File: src/rtl/flash_cmd_sequencer.sv
`default_nettype none
// ============================================================================
// flash_cmd_sequencer : JEDEC command decoder and busy timer for PRG flash
// Rev 1.0
// ============================================================================
module flash_cmd_sequencer #(
   parameter logic [11:0]           UNLOCK_ADDR1         = 12'hAAA,
   parameter logic [11:0]           UNLOCK_ADDR2         = 12'h555,
   parameter int                    TIMER_BITS           = 24,
   parameter logic [TIMER_BITS-1:0] PROG_TIMEOUT         = TIMER_BITS'(40),
   parameter logic [TIMER_BITS-1:0] SECTOR_ERASE_TIMEOUT = TIMER_BITS'(900000),
   parameter logic [TIMER_BITS-1:0] CHIP_ERASE_TIMEOUT   = TIMER_BITS'(16000000)
) (
   input  logic        m2,
   input  logic        reset,
   input  logic        prg_write_enabled,
   input  logic        bus_write,
   input  logic [14:0] cpu_addr_in,
   input  logic [7:0]  cpu_data_in,
   output logic        flash_we_block,
   output logic        busy,
   output logic        done,
   output logic        error,
   output logic [3:0]  state_dbg
);

   typedef enum logic [3:0] {
      ST_IDLE    = 4'd0,
      ST_U1      = 4'd1,
      ST_U2      = 4'd2,
      ST_PROG    = 4'd3,
      ST_E_SETUP = 4'd4,
      ST_E_U1    = 4'd5,
      ST_E_U2    = 4'd6,
      ST_AUTOSEL = 4'd7,
      ST_BUSY    = 4'd8
   } state_t;

   localparam logic [TIMER_BITS-1:0] C_ONE = TIMER_BITS'(1);

   state_t                r_state;
   logic [TIMER_BITS-1:0] r_timer;
   logic                  r_done;
   logic                  r_error;

   logic w_hit_a1;
   logic w_hit_a2;

   assign w_hit_a1 = (cpu_addr_in[11:0] == UNLOCK_ADDR1);
   assign w_hit_a2 = (cpu_addr_in[11:0] == UNLOCK_ADDR2);

   // A zero timeout still has to produce one busy cycle and a done pulse.
   function automatic logic [TIMER_BITS-1:0] load_val(input logic [TIMER_BITS-1:0] v);
      return (v == '0) ? C_ONE : v;
   endfunction

   always_ff @(posedge m2) begin
      if (reset) begin
         r_state <= ST_IDLE;
         r_timer <= '0;
         r_done  <= 1'b0;
         r_error <= 1'b0;
      end else if (!prg_write_enabled) begin
         r_state <= ST_IDLE;
         r_timer <= '0;
         r_done  <= 1'b0;
      end else begin
         r_done <= 1'b0;
         if (r_state == ST_BUSY) begin
            if (bus_write) begin
               r_error <= 1'b1;
            end
            if (r_timer <= C_ONE) begin
               r_state <= ST_IDLE;
               r_timer <= '0;
               r_done  <= 1'b1;
            end else begin
               r_timer <= r_timer - C_ONE;
            end
         end else if (bus_write) begin
            case (r_state)
               ST_IDLE: begin
                  if (cpu_data_in == 8'hAA && w_hit_a1) begin
                     r_state <= ST_U1;
                  end else if (cpu_data_in == 8'hF0) begin
                     r_error <= 1'b0;
                  end
               end
               ST_U1: begin
                  r_state <= (cpu_data_in == 8'h55 && w_hit_a2) ? ST_U2 : ST_IDLE;
               end
               ST_U2: begin
                  if (cpu_data_in == 8'hA0 && w_hit_a1) begin
                     r_state <= ST_PROG;
                  end else if (cpu_data_in == 8'h80 && w_hit_a1) begin
                     r_state <= ST_E_SETUP;
                  end else if (cpu_data_in == 8'h90 && w_hit_a1) begin
                     r_state <= ST_AUTOSEL;
                  end else begin
                     r_state <= ST_IDLE;
                  end
               end
               ST_PROG: begin
                  r_state <= ST_BUSY;
                  r_timer <= load_val(PROG_TIMEOUT);
               end
               ST_E_SETUP: begin
                  r_state <= (cpu_data_in == 8'hAA && w_hit_a1) ? ST_E_U1 : ST_IDLE;
               end
               ST_E_U1: begin
                  r_state <= (cpu_data_in == 8'h55 && w_hit_a2) ? ST_E_U2 : ST_IDLE;
               end
               ST_E_U2: begin
                  if (cpu_data_in == 8'h30) begin
                     r_state <= ST_BUSY;
                     r_timer <= load_val(SECTOR_ERASE_TIMEOUT);
                  end else if (cpu_data_in == 8'h10 && w_hit_a1) begin
                     r_state <= ST_BUSY;
                     r_timer <= load_val(CHIP_ERASE_TIMEOUT);
                  end else begin
                     r_state <= ST_IDLE;
                  end
               end
               ST_AUTOSEL: begin
                  if (cpu_data_in == 8'hF0) begin
                     r_state <= ST_IDLE;
                  end
               end
               default: begin
                  r_state <= ST_IDLE;
                  r_timer <= '0;
               end
            endcase
         end
      end
   end

   // Combinational from the registered state so the write that enters BUSY still reaches the flash.
   assign busy           = (r_state == ST_BUSY);
   assign flash_we_block = busy | ~prg_write_enabled;
   assign done           = r_done;
   assign error          = r_error;
   assign state_dbg      = r_state;

endmodule
`default_nettype wire

File: config.mk
export PLATFORM = sky130hd
export DESIGN_NAME = flash_cmd_sequencer
export DESIGN_NICKNAME = d
export VERILOG_FILES = /design/src/rtl/flash_cmd_sequencer.sv
export SDC_FILE = /design/constraint.sdc
export NUM_CORES = 1
export LEC_CHECK = 0
export ABC_AREA = 1
export BUFFER_PORTS_ARGS = -buffer_cell sky130_fd_sc_hd__buf_2
export CAP_MARGIN = 0
export CELL_PAD_IN_SITES_DETAIL_PLACEMENT = 1
export CELL_PAD_IN_SITES_GLOBAL_PLACEMENT = 1
export CORE_MARGIN = 3
export CORE_UTILIZATION = 23
export CTS_CLUSTER_SIZE = 40
export DETAILED_ROUTE_END_ITERATION = 8
export PLACE_DENSITY_LB_ADDON = 0.15
export SYNTH_ARGS = -nofsm -noshare
export SYNTH_HDL_FRONTEND = slang
export SYNTH_SLANG_ARGS = --single-unit
File: constraint.sdc
create_clock -name m2 -period 1.5 [get_ports m2]
set_input_delay 0.45 -clock m2 [delete_from_list [all_inputs] [get_ports m2]]
set_output_delay 0.45 -clock m2 [all_outputs]
set_load 0.02 [all_outputs]
==> results.json, run 1 <==
{
  "min_from": "reset",
  "grt_use_met1_pct": 22.0,
  "dpl_cell_area_um2": 3470,
  "grt.total_usage_pct": 16.7,
  "grt_antenna_before_repair": 0,
  "via_per_inst": 4.40,
  "root_buffer": "clkbuf_8",
  "port_buffers": 31,
  "synthArstFlopShare_pct": 0,
  "coreArea_um2": 9950,
  "antenna_left": 0,
  "p_int_mw": 1.33,
  "fin_nets": 612,
  "grt_pass1_wl_mm": 15.5,
  "synth_top_area_share_pct": 25.0,
  "drive_gt1_share_pct": 41.1,
  "final_util_pct": 40.7,
  "clkLatencyLatePin_ns": 0.29,
  "worstPathArrival_ns": 1.93,
  "die_area_um2": 11700,
  "cp-start-kind": "flip-flop",
  "sw_frac_of_total_pct": 24.1,
  "final_cell_area_um2": 4050,
  "clkSlewWorstSetupHoldPaths_ns": 0.08,
  "violations": "setup timing",
  "drt_iter0_markers": 66,
  "ioPinCount": 35,
  "grt_use_met2_pct": 29.3,
  "syn_area_per_cell_um2": 5.57,
  "ys_ff_latch": 30,
  "syn_inst": 431,
  "hold_viol": 0,
  "setup_viol": 30,
  "yosys-top-cells-count": "114 x nand2_1, 95 x nor2_1, 64 x inv_1",
  "clkPwrFrac_pct": 45.9,
  "fmax_mhz": 571,
  "slew_headroom_pct": 80.9,
  "timing.rr.start": "r_timer[0]",
  "timing.final.crit_share_pct": 117,
  "status": "finished with violations",
  "ir_worst_vdd_mv": 0.260,
  "critPathLaunch": "r_timer[0]",
  "dr.pass1.iters": 4,
  "synth-main-ff-cell": "dfxtp_1",
  "drt-total-wl_mm": 9.56,
  "cts_buffers": 5,
  "start_util_pct": 24.1,
  "synth.most_common_cell": "nand2_1",
  "place_congestion": 0.778,
  "rsz0062_at_grt": "true",
  "required_ns": 1.68,
  "nFillCells": 1326,
  "skew_ns": 0.0122,
  "netlist_area_um2": 2400,
  "htree_num_levels": 2,
  "synthToLayoutAreaGrowth_pct": 68.8,
  "drv_cap": 0,
  "synth_edf_count": 0,
  "synth-warning-count": 0,
  "fin_crit_ns": 1.75,
  "antenna_cells": 0,
  "p_switching_uw": 422,
  "num_rows": 36,
  "first_global_vias": 3268,
  "dp_hpwl_mm": 7.27,
  "synth_nets": 460,
  "grt_overflow": 0,
  "combPwrFrac_pct": 8.9,
  "wl_per_cell_um": 13.3,
  "dieHeight_um": 108,
  "slew_viol_final": 0,
  "die_w_um": 108,
  "worst_slack_ns": -0.252,
  "cp_max_fo": 8,
  "cts.sinks": 30,
  "met3_usage_pct": 2.21,
  "min_path_type": "in2reg",
  "synth_area_leader_cell": "dfxtp_1",
  "cp-end-kind": "flip-flop",
  "grt.busiest_layer": "met2",
  "dp_slack_ns": -0.355,
  "worst_pin_slew_ns": 0.284,
  "cts_buffer_depth": 2,
  "powerDensity_nw_per_um2": 432,
  "yosysSeqAreaShare_pct": 25.0,
  "worstSetupPathType": "reg2reg",
  "synth.distinct_cells": 28,
  "drc_errors": 0,
  "grt_start_max_net_pins": 19,
  "leakagePower_nw": 2.15,
  "whs_ns": 0.320,
  "pwr-share-seq_pct": 45.2,
  "num_vias": 3157,
  "cts_tree": "yes",
  "synth_area_leaders": "dfxtp_1 25%, nand2_1 18%, nor2_1 15%"
}
cells in the final DEF, fill, tap and decap left out, drive strengths merged, types with 3 or more instances in the layout:
cell,count
buf,147
nand2,119
nor2,103
inv,64
nand3,37
dfxtp,30
a21oi,23
o21ai,23
nand4,11
clkbuf,9
xor2,7
nor3,3
stage by stage:
step                setup TNS, ns  cells  power (mW)
floorplan                       0    431       0.867
global placement            -7.05    692       0.957
detailed placement          -8.36    692       0.962
CTS                         -4.10    710        1.79
global route                -7.48    717        1.83
finish                      -4.52    717        1.75
worst max-delay path: stages, from the launching register on:
cell and delay, ns:
dfxtp_4 0.37, inv_4 0.06, ha_4 0.14, nor2_4 0.03, nor2_2 0.07, nand2_1 0.05, nor2_1 0.12, nand2_2 0.10
nand2_4 0.10, clkinvlp_4 0.24, buf_4 0.22, nand3_1 0.07, a21oi_1 0.06
per-layer routing:
metal | vias up | wire [um]
met2 | 21 | 4740
li1 | 1660 | -
met5 | - | 0
met1 | 1470 | 4580
met4 | 0 | 73
met3 | 6 | 173
worst paths after layout:
| kind | slack (ns) | end | cells past startpoint |
|---|---|---|---|
| max | -0.25 | r_timer[23] | 12 |
| min | 0.32 | error | 2 |
| max reg2reg | -0.25 | r_timer[23] | 12 |
| min reg2reg | 0.46 | error | 2 |
power groups by stage:
stage          Sequential, mW  Combinational [mW]  Clock, mW
3_3_place_gp            0.814               0.143          0
2_1_floorplan           0.814              0.0527          0
6_report                0.790               0.156      0.803
3_5_place_dp            0.814               0.148          0
5_1_grt                 0.790               0.174      0.862
4_1_cts                 0.792               0.155      0.840
sequential cells by signal, summed over array words and instances, names as in the netlist:
signal / flops
state_dbg: 4
r_timer: 24
error: 1
done: 1
repair_timing:
item,CTS,global route
setup buffers,11,5
hold buffers,0,0
endpoints found under the setup margin,30,33
pin swaps,16,20
gates cloned,0,2
gates resized for setup,52,47
area by class of cell:
type | count | area (um2) | area share (%)
tap | 133 | 166 | 4.11
inverter | 66 | 259 | 6.39
clock buffer | 8 | 110 | 2.72
timing repair buffer | 148 | 1130 | 27.8
multi-input combinational | 332 | 1770 | 43.8
sequential | 30 | 616 | 15.2
kinds of logic after synthesis:
logic type / after synthesis / share of synthesized area, %
AND/OR/NAND/NOR: 275 / 49.2
buffers and inverters: 70 / 11.6
AO/OA/AOI/OAI: 47 / 10.5
flip-flops: 30 / 25.0
XOR/XNOR: 7 / 2.55
adder cells (fa/ha/maj): 2 / 1.04
Power figures use the tool's default switching activity.
==> run 2: changes to the inputs <==
==> constraint.sdc (replaced) <==
create_clock -name m2 -period 1.5 [get_ports m2]
set_input_delay 0 -clock m2 [delete_from_list [all_inputs] [get_ports m2]]
set_output_delay 0 -clock m2 [all_outputs]
set_load 0.02 [all_outputs]
==> results.json, run 2 (synthesis results as in run 1) <==
{
  "status": "finished with violations",
  "violations": "setup timing",
  "coreArea_um2": 9950,
  "start_util_pct": 24.1,
  "largest_register_ffs": 24,
  "worstPathArrival_ns": 1.81,
  "hold_viol": 0,
  "clkSlewWorstSetupHoldPaths_ns": 0.08,
  "r2r_setup_slack_ns": -0.13,
  "fin_nets": 573,
  "grt_pass1_wl_mm": 14.8,
  "ioPinCount": 35,
  "cp-end-kind": "flip-flop",
  "met3_usage_pct": 2.51,
  "powerDensity_nw_per_um2": 427,
  "setup_tns_ns": -1.50,
  "r2r_end": "r_timer[23]",
  "fin_crit_ns": 1.63,
  "grt_start_max_net_pins": 19,
  "place_congestion": 0.828,
  "drt_iter0_markers": 101,
  "cp-start-kind": "flip-flop",
  "cts_buffers": 5,
  "root_buffer": "clkbuf_8",
  "hold_path_end": "error",
  "dp_hpwl_mm": 7.28,
  "slew_viol_final": 0,
  "timing.rr.start": "r_timer[1]",
  "setup_viol": 23,
  "grt_overflow": 0,
  "first_global_vias": 3093,
  "port_buffers": 31,
  "grt.busiest_layer": "met2",
  "drv_cap": 0,
  "required_ns": 1.69,
  "drt-total-wl_mm": 9.04,
  "worst_pin_slew_ns": 0.445,
  "die_w_um": 108,
  "hold-path-cell-count": 5,
  "grt_use_met1_pct": 22.0,
  "final_common_cell": "nand2_1",
  "cp_max_fo": 7,
  "slew_headroom_pct": 70.2,
  "dieHeight_um": 108,
  "antenna_cells": 0,
  "worstSetupPathType": "reg2reg",
  "antenna_left": 0,
  "num_rows": 36,
  "die_area_um2": 11700,
  "grt.total_usage_pct": 16.0,
  "fmax_mhz": 615,
  "wl_per_cell_um": 13.4,
  "r2r_cells": 12,
  "rsz0062_at_grt": "true",
  "cts_tree": "yes",
  "grt_use_met2_pct": 26.4,
  "dr.pass1.iters": 4,
  "min_path_type": "in2reg",
  "cts.sinks": 30,
  "drive_gt1_share_pct": 36.0,
  "grt_antenna_before_repair": 0,
  "cts_buffer_depth": 2,
  "layout.cells.non_filler": 677,
  "drc_errors": 0,
  "skew_ns": 0.0124,
  "synthToLayoutAreaGrowth_pct": 52.0,
  "via_per_inst": 4.44,
  "leakagePower_nw": 1.94,
  "largest_register": "r_timer",
  "num_vias": 3006,
  "place_inst": 662,
  "layout_common_cells": "99 x nand2_1, 79 x nor2_1, 71 x buf_4",
  "ir_worst_vdd_mv": 0.233,
  "timing.final.crit_share_pct": 108,
  "htree_num_levels": 2,
  "worst_slack_ns": -0.126,
  "clkLatencyLatePin_ns": 0.29,
  "min_from": "bus_write"
}
## run 2: cell types whose count changed in the layout (fill, tap and decap cells not counted), sizes merged
cell         previous run  this run
nand2                 119       118
clkinv                  1         3
buf                   147       109
clkbuf                  9         5
dlygate4sd3             0         1
## run 2: per-layer routing
metal / vias up / wire, um
li1: 1569 / -
met1: 1393 / 4580
met2: 35 / 4160
met3: 9 / 203
met4: 0 / 97
met5: - / 0
## run 2: worst max path at each step
stage	to	slack [ns]	cells after the start	from
floorplan	r_timer[11]	0.006	9	state_dbg[0]
global placement	state_dbg[0]	-0.23	13	r_timer[0]
detailed placement	state_dbg[2]	-0.25	13	r_timer[1]
CTS	r_timer[19]	-0.17	13	r_timer[0]
global route	r_timer[19]	-0.25	13	r_timer[0]
finish	r_timer[23]	-0.13	12	r_timer[1]
## run 2: final cells by class
class	instances	area, um2
clock buffers	5	68.8
clock inverters	2	10.0
fillers	1317	6310
inverters	66	262
multi-input cells	331	1730
flip-flops and latches	30	618
well taps	133	166
repair buffers	110	792
## run 2: where the power goes
group	internal (mW)	switching, mW
clock	0.312	0.338
combinational	0.0462	0.0735
sequential	0.789	0.0000000268
## run 2: per-stage QoR
stage | area, um2 | utilization [%] | setup slack [ns] | power [mW] | hold WS (ns)
floorplan | 2410 | - | 0.00629 | 0.867 | 0.0691
global placement | 3240 | 32.6 | -0.230 | 0.924 | 0.179
detailed placement | 3240 | 32.6 | -0.253 | 0.928 | 0.189
CTS | 3440 | 34.6 | -0.170 | 1.59 | 0.0721
global route | 3650 | 36.6 | -0.250 | 1.63 | 0.109
finish | 3650 | 36.6 | -0.126 | 1.56 | 0.0719
## run 2: what timing repair did
item / 4_1_cts / 5_1_grt
buffers inserted: 0 / 7
gates resized for setup: 38 / 55
endpoints found under the hold margin: 1 / 0
setup endpoints to repair: 28 / 29
hold buffers: 1 / 0
pin swaps: 10 / 19
## run 2: critical path: stages (launching register included)
cell and delay [ns]:
dfxtp_2 0.34, inv_4 0.08, ha_4 0.15, nor2_4 0.04
nor2_2 0.09, nand2_1 0.06, nor2_2 0.11, nand2_2 0.08
nand2_4 0.08, clkinvlp_4 0.17, buf_4 0.18, nand3_1 0.07
a21oi_1 0.06
==> run 3: changes to the inputs <==
--- a/config.mk
+++ b/config.mk
@@ -6,7 +6,7 @@
 export NUM_CORES = 1
 export LEC_CHECK = 0
 export ABC_AREA = 1
-export BUFFER_PORTS_ARGS = -buffer_cell sky130_fd_sc_hd__buf_2
+export BUFFER_PORTS_ARGS = -buffer_cell sky130_fd_sc_hd__buf_4
 export CAP_MARGIN = 0
 export CELL_PAD_IN_SITES_DETAIL_PLACEMENT = 1
 export CELL_PAD_IN_SITES_GLOBAL_PLACEMENT = 1
==> results.json, run 3 (synthesis results as in run 1) <==
{
  "num_vias": 2996,
  "r2r_cells": 11,
  "first_global_vias": 3101,
  "setup_tns_ns": -0.855,
  "status": "finished with violations",
  "drc_errors": 0,
  "rsz0062_at_grt": "true",
  "cp_slowest_stage_delay_ns": 0.33,
  "p_switching_uw": 429,
  "powerDensity_nw_per_um2": 432,
  "largest_register": "r_timer",
  "min_path_type": "in2reg",
  "sw_frac_of_total_pct": 26.0,
  "required_ns": 1.69,
  "clkLatencyLatePin_ns": 0.29,
  "synthToLayoutAreaGrowth_pct": 59.4,
  "cts.sinks": 30,
  "critPathLaunch": "r_timer[9]",
  "drive_gt1_share_pct": 41.6,
  "fin_crit_ns": 1.61,
  "power_mw": 1.65,
  "coreArea_um2": 9950,
  "cp-end-kind": "flip-flop",
  "layout_common_cells": "101 x buf_4, 90 x nand2_1, 75 x nor2_1",
  "hold_viol": 0,
  "largest_register_ffs": 24,
  "root_buffer": "clkbuf_8",
  "antenna_cells": 0,
  "hold-path-cell-count": 5,
  "r2r_end": "r_timer[23]",
  "drt_iter0_markers": 60,
  "pwr-share-seq_pct": 47.8,
  "grt_pass1_wl_mm": 14.9,
  "worstSetupPathType": "reg2reg",
  "combPwrFrac_pct": 8.3,
  "fin_nets": 571,
  "cp-endpoint": "r_timer[23]",
  "worst_pin_slew_ns": 0.364,
  "htree_num_levels": 2,
  "cp_max_fo": 8,
  "cts_buffers": 5,
  "slew_headroom_pct": 75.6,
  "port_buffers": 31,
  "drv_cap": 0,
  "place_congestion": 0.811,
  "worstPathArrival_ns": 1.80,
  "dr.pass1.iters": 4,
  "leakagePower_nw": 2.00,
  "timing.final.crit_share_pct": 107,
  "cp.depth": 11,
  "violations": "setup timing",
  "dp_hpwl_mm": 7.19,
  "slowest_stage": "dfxtp_2",
  "ioPinCount": 35,
  "cp-start-kind": "flip-flop",
  "drt-total-wl_mm": 9.13,
  "setup_viol": 19,
  "cts_buffer_depth": 2,
  "crit_family": "simple AND/OR/NAND/NOR gates",
  "cp_num_buf_inv": 3,
  "ir_worst_vdd_mv": 0.364,
  "start_util_pct": 24.1,
  "dieHeight_um": 108,
  "grt_overflow": 0,
  "worst_slack_ns": -0.106,
  "clkPwrFrac_pct": 43.9,
  "timing.rr.start": "r_timer[9]",
  "skew_ns": 0.0101,
  "grt_antenna_before_repair": 0,
  "p_int_mw": 1.22,
  "slew_viol_final": 0,
  "die_area_um2": 11700,
  "r2r_setup_slack_ns": -0.11,
  "via_per_inst": 4.43,
  "final_common_cell": "buf_4",
  "crit_chain": "inv_1 > nand2_2 > nor2_2 > nand2_1 > nor2_2 > nand2_2 > nand2_4 > clkinvlp_4 > buf_4 > nand3_2 > a21oi_1",
  "fmax_mhz": 623,
  "grt_start_max_net_pins": 19,
  "antenna_left": 0,
  "num_rows": 36,
  "die_w_um": 108,
  "clkSlewWorstSetupHoldPaths_ns": 0.08,
  "grt.total_usage_pct": 15.9,
  "wl_per_cell_um": 13.5,
  "cts_tree": "yes"
}
-- run 3: cell types whose count changed in the layout (fill, tap and decap cells not counted), sizes merged --
cell | before | now
buf | 109 | 107
clkbuf | 5 | 6
clkinv | 3 | 2
clkinvlp | 1 | 2
-- run 3: area by class of cell --
class | instances | area (um2)
repair buffers | 108 | 845
clock buffers | 6 | 82.6
inverters | 66 | 264
well taps | 133 | 166
flip-flops and latches | 30 | 623
clock inverters | 2 | 12.5
fillers | 1324 | 6130
multi-input cells | 331 | 1830
-- run 3: routing by layer --
metal | share of wire [%] | track usage [%] | up-vias
met1 | 51 | 22.1 | 1380
met3 | 2.1 | 2.21 | 9
li1 | - | - | 1572
met2 | 46 | 26.0 | 35
met4 | 1.1 | 3.43 | 0
met5 | 0 | 0 | -
-- run 3: how the worst min path moves through the flow --
stage	start	to	slack, ns
floorplan	reset	error	0.07
global placement	reset	error	0.17
detailed placement	reset	error	0.17
CTS	prg_write_enabled	error	0.06
global route	prg_write_enabled	error	0.09
finish	prg_write_enabled	error	0.07
-- run 3: power by group through the flow --
| stage | clock network, mW | registers [mW] | logic, mW |
|---|---|---|---|
| 6_report | 0.725 | 0.790 | 0.137 |
| 5_1_grt | 0.792 | 0.790 | 0.154 |
| 4_1_cts | 0.762 | 0.792 | 0.136 |
| 3_5_place_dp | 0 | 0.814 | 0.132 |
| 3_3_place_gp | 0 | 0.814 | 0.127 |
| 2_1_floorplan | 0 | 0.814 | 0.0527 |
-- run 3: timing repair --
action / CTS / global route
hold endpoints to repair: 1 / 0
pin swaps: 10 / 29
hold buffers: 1 / 0
gates resized for setup: 38 / 91
endpoints found under the setup margin: 28 / 28
setup buffers: 3 / 5
-- run 3: worst register-to-register path: cells and delay by family (launching register included) --
family / cells / cell delay [ns]
simple gates: 7 / 0.65
buf+inv: 3 / 0.48
flops: 1 / 0.33
compound gates: 1 / 0.06
-- run 3: metrics by stage --
step,area (um2),hold slack (ns),util [%],worst slack [ns],instances
after floorplan,2410,0.0691,-,0.00629,431
after global placement,3310,0.170,33.2,-0.154,660
after detailed placement,3310,0.171,33.2,-0.241,660
after CTS,3540,0.0572,35.6,-0.116,672
after global routing,3830,0.0867,38.4,-0.223,676
final,3830,0.0664,38.4,-0.106,676
